`src/rtl/logical_reduce_pipe.sv`:
```
// logical_reduce_pipe
// Multi-channel logical reduction unit (LNOT / LBOOL / RAND / RXOR per lane)
// behind a valid/ready interface. Results are computed at accept time and
// held in an output register backed by a single skid entry, so the unit
// sustains one transaction per cycle and never drops data under backpressure.
// A saturating counter tracks accepted transactions whose lanes were all true.

module logical_reduce_pipe #(
    parameter int N     = 8,
    parameter int M     = 4,
    parameter int CNT_W = 16
) (
    input  logic             clk,
    input  logic             rst,
    input  logic             in_valid,
    output logic             in_ready,
    input  logic [1:0]       in_mode,
    input  logic [M*N-1:0]   in_data,
    output logic             out_valid,
    input  logic             out_ready,
    output logic [M-1:0]     out_result,
    output logic             out_all,
    output logic             out_any,
    output logic [CNT_W-1:0] hit_count,
    input  logic             cnt_clear
);

    typedef enum logic [1:0] {
        MODE_LNOT  = 2'b00,
        MODE_LBOOL = 2'b01,
        MODE_RAND  = 2'b10,
        MODE_RXOR  = 2'b11
    } mode_e;

    mode_e          mode;
    logic           accept;
    logic           drain;
    logic           or_free;
    logic [M-1:0]   new_result;
    logic           new_all;
    logic           new_any;
    logic [N-1:0]   lane;

    // Skid entry: holds one transaction accepted while the output register was stalled
    logic           sk_valid;
    logic [M-1:0]   sk_result;
    logic           sk_all;
    logic           sk_any;

    assign mode     = mode_e'(in_mode);
    assign in_ready = ~sk_valid & ~rst;
    assign accept   = in_valid & in_ready;
    assign drain    = out_valid & out_ready;
    // Output register can take new contents when empty or being consumed this cycle
    assign or_free  = ~out_valid | out_ready;

    // Per-lane reduction of the incoming operand under the transaction's mode
    always_comb begin
        new_result = '0;
        lane       = '0;
        for (int unsigned k = 0; k < M; k++) begin
            lane = in_data[k*N +: N];
            case (mode)
                MODE_LNOT:  new_result[k] = ~|lane;
                MODE_LBOOL: new_result[k] = |lane;
                MODE_RAND:  new_result[k] = &lane;
                MODE_RXOR:  new_result[k] = ^lane;
                default:    new_result[k] = 1'b0;
            endcase
        end
        new_all = &new_result;
        new_any = |new_result;
    end

    // Output register and skid entry; skid drains into the output register first
    // so ordering stays FIFO (in_ready is low while skid is occupied)
    always_ff @(posedge clk) begin
        if (rst) begin
            out_valid  <= 1'b0;
            out_result <= '0;
            out_all    <= 1'b0;
            out_any    <= 1'b0;
            sk_valid   <= 1'b0;
            sk_result  <= '0;
            sk_all     <= 1'b0;
            sk_any     <= 1'b0;
        end else if (or_free) begin
            if (sk_valid) begin
                out_valid  <= 1'b1;
                out_result <= sk_result;
                out_all    <= sk_all;
                out_any    <= sk_any;
                sk_valid   <= 1'b0;
            end else if (accept) begin
                out_valid  <= 1'b1;
                out_result <= new_result;
                out_all    <= new_all;
                out_any    <= new_any;
            end else begin
                out_valid  <= 1'b0;
            end
        end else if (accept) begin
            sk_valid  <= 1'b1;
            sk_result <= new_result;
            sk_all    <= new_all;
            sk_any    <= new_any;
        end
    end

    // Saturating count of all-true accepts; a same-cycle clear discards the hit
    always_ff @(posedge clk) begin
        if (rst) begin
            hit_count <= '0;
        end else if (cnt_clear) begin
            hit_count <= '0;
        end else if (accept && new_all && (hit_count != '1)) begin
            hit_count <= hit_count + 1'b1;
        end
    end

    // drain is implied by or_free; kept named for readability of the handshake
    logic unused_drain;
    assign unused_drain = drain;

endmodule

```
`config.mk`:
```
export PLATFORM = sky130hd
export DESIGN_NAME = logical_reduce_pipe
export DESIGN_NICKNAME = d
export VERILOG_FILES = /design/src/rtl/logical_reduce_pipe.sv
export SDC_FILE = /design/constraint.sdc
export NUM_CORES = 1
export LEC_CHECK = 0
export CAP_MARGIN = 20
export CORE_MARGIN = 1.5
export CORE_UTILIZATION = 49
export CTS_CLUSTER_DIAMETER = 40
export DETAILED_ROUTE_END_ITERATION = 6
export PLACE_DENSITY = 0.82
export SETUP_SLACK_MARGIN = 0.5
export SLEW_MARGIN = 20
export SYNTH_ARGS = -nofsm -noshare
export SYNTH_HDL_FRONTEND = slang
export SYNTH_SLANG_ARGS = --single-unit
```
`constraint.sdc`:
```
create_clock -name clk -period 2.3 [get_ports clk]
set_input_delay 0.23 -clock clk [delete_from_list [all_inputs] [get_ports clk]]
set_output_delay 0.23 -clock clk [all_outputs]
set_load 0.01 [all_outputs]
```
==> impl_metrics.toml <==
[synth]
yosysUniqueCellTypes = 42
synth_nets = 351
synth.area.top_cells = "dfxtp_1 (26%), ha_1 (18%), xnor2_1 (7.7%)"
ys.flop_type = "dfxtp_1"
ys_seq_elements = 30
synthCells = 279
yosysWarnings = 0
synth_top_area_cell = "dfxtp_1"
synth_top_area_share_pct = 26.43
seq_area_frac_synth_pct = 26.43
synth_edf_count = 0
synth_area_um2 = 2272
syn_avg_cell_area_um2 = 8.144
async_flop_share_pct = 0

[sta]
setup_slack_ns = 0.2805
hold_viol = 0
fin_crit_ns = 2.019
worst_pin_slew_ns = 0.5433
fmax_mhz = 495.2
fin_skew_ns = 0.006854
setup_viol = 0
rsz0062_at_grt = "true"
max_slew_margin_pct = 63.39
drv_slew = 0
finalCritPeriodShare_pct = 87.80

[worst_setup_path]
max_stage_delay_ns = 0.32
crit_chain = "buf_2, inv_1, ha_4, xor2_2, xnor2_1, o211a_1, o211ai_4, buf_6, nor4_2, xnor2_1, nor2_1"
cp.arrival_ns = 2.18
path_class = "in -> reg"
critPathSlowestCell = "o211ai_4"
cp.required_ns = 2.46
cp_max_fo = 6
cp_common_cell = "xnor2_1"
critPathCaptureType = "flop"
cp-start-kind = "input port"

[layout]
multi_input_area_um2 = 1986
seq_area_um2 = 613.1
fin_nets = 446
fin_cells = 426
area_growth_syn_to_layout_pct = 62.22
fillerInstances = 260
utilization_pct = 83.50
diodes = 0
drive_gt1_share_pct = 47.06
finalInstanceArea_um2 = 3686

[power_and_ir_drop]
sw_frac_of_total_pct = 30.91
seqPwrFrac_pct = 36.8
p_leak_nw = 1.605
power_frac_clock_pct = 27.4
vdd_drop_max_mv = 0.2317
p_int_mw = 1.007
power_frac_comb_pct = 35.8
finalPower_mw = 1.458
powerDensity_nw_per_um2 = 395.5
p_switching_mw = 0.4506

[detailed_routing]
viasPerCell = 5.427
initialDrtViolationCount = 139
wl_per_cell_um = 15.34
drc_errors = 0
vias = 2312
wl_um = 6533
firstDrtPassIters = 4
ant_nets = 0

[cts]
cts_sinks = 30
cts_hold_buf = 0
clockBufferDepth = 2
clock_latency_ns = 0.29
clk_pin_slew_ns = 0.06
tritoncts = "built"
clock-root-buffer = "clkbuf_8"
cts_max_level = 2
numCtsBuffers = 5

[placement]
dp.final_hpwl_um = 4293
place_ws_ns = -0.3315
dp.cells = 412
port_buffers = 62
gp_congestion = 0.8066
placed_area_um2 = 3351

[floorplanning]
die_w_um = 71.10
row_count = 24
die_area_um2 = 5055
ios = 63
core-area_um2 = 4414
start_util_pct = 51.47
dieHeight_um = 71.10

[min_path]
hold_path_class = "reg -> reg"

[grt]
antenna_found_initial = 0
grt_pass1_wl_um = 10170
grt_pass1_vias = 2271
grt_usage_pct = 25.16
gr-total-overflow = 0
grt_max_degree = 18

[flow_run]
cap_violations = 0

[run_status]
status = "finished clean"
-- layer usage --
layer | track usage [%] | vias up | wire length, um
met5 | 0 | - | 0
met4 | 8.386 | 0 | 188
met3 | 4.416 | 16 | 309
met2 | 48.49 | 98 | 3547
met1 | 27.45 | 1081 | 2488
li1 | - | 1117 | -
-- through the flow --
step | setup TNS, ns | hold slack, ns
detailed placement | -5.533 | 0.4468
CTS | 0 | 0.4553
finish | 0 | 0.4532
global route | 0 | 0.4840
global placement | -4.201 | 0.4396
floorplan | 0 | 0.4051
-- path summary, 6_finish.rpt --
path / endpoint / cells after the start / slack (ns) / start
hold reg to reg: out_result[2] / 2 / 0.45 / out_result[2]
hold / removal: out_result[2] / 2 / 0.45 / out_result[2]
setup reg to reg: hit_count[14] / 8 / 0.33 / hit_count[12]
setup / recovery: hit_count[14] / 11 / 0.28 / in_data[27]
-- worst max-delay path: cells and delay by family --
| kind | cells | cell delay (ns) |
|---|---|---|
| buf+inv | 3 | 0.43 |
| fa+ha+maj | 1 | 0.22 |
| xor+xnor | 3 | 0.57 |
| simple gates | 2 | 0.14 |
| compound gates | 2 | 0.59 |
-- Yosys cell counts (all sizes together), types with 2 or more instances --
library cell and number:
nor4 5, ha 33, dfxtp 30, a21oi 15, nand3 8, o211ai 5, and3 7, nand2b 3
clkbuf 7, nor2b 3, o211a 3, nor3 7, nor2 38, nand4 7, mux2i 3, and2b 2
a31o 4, buf 3, nand2 16, o21ai 6, nor4b 3, inv 38, xor2 3, xnor2 20
-- layout by cell type (no fill, tap or decap), types with 4 or more instances in the layout --
cell type,count
nor4_4,4
clkbuf_8,5
buf_4,29
inv_2,28
dfxtp_1,24
clkdlybuf4s50_1,28
dfxtp_2,4
ha_1,16
xnor2_1,12
and3_1,7
o211ai_1,4
buf_6,6
o21ai_0,4
buf_2,27
ha_4,17
a21oi_2,5
inv_1,6
xnor2_2,6
nand2_1,16
nor2_1,34
a21oi_1,10
nand3_1,7
nand4_1,7
-- power by group through the flow --
stage | Combinational (mW) | Clock, mW | Sequential (mW)
floorplan | 0.234 | 0 | 0.552
global placement | 0.417 | 0 | 0.549
detailed placement | 0.435 | 0 | 0.550
CTS | 0.484 | 0.397 | 0.539
global route | 0.562 | 0.419 | 0.538
finish | 0.522 | 0.399 | 0.537
-- registers in the layout, indices dropped and copies added, names as in the netlist --
register,flops
hit_count,16
out_all,1
out_any,1
out_result,4
out_valid,1
sk_all,1
sk_any,1
sk_result,4
sk_valid,1
-- timing repair --
action                                  4_1_cts  5_1_grt
pin swaps                                    32       15
setup buffers                                 4        3
gates resized for setup                     168       38
endpoints found under the setup margin       28       24
-- final cells by class --
class                      instances  area share, %
multi-input combinational        201          53.87
timing repair buffer              98          21.18
sequential                        30          16.63
inverter                          38          4.413
clock buffer                       5          1.867
tap                               52          1.765
clock inverter                     2         0.2716
-- cells by family after synthesis --
group	Yosys count	share of synthesized area, %
flip-flops	30	26.43
AND/OR/NAND/NOR	104	24.34
AO/OA/AOI/OAI	38	12.50
multiplexers	3	1.322
adder cells (fa/ha/maj)	33	18.17
XOR/XNOR	23	8.866
buffers and inverters	48	8.369
No activity file was read; power rests on OpenSTA's default activity.
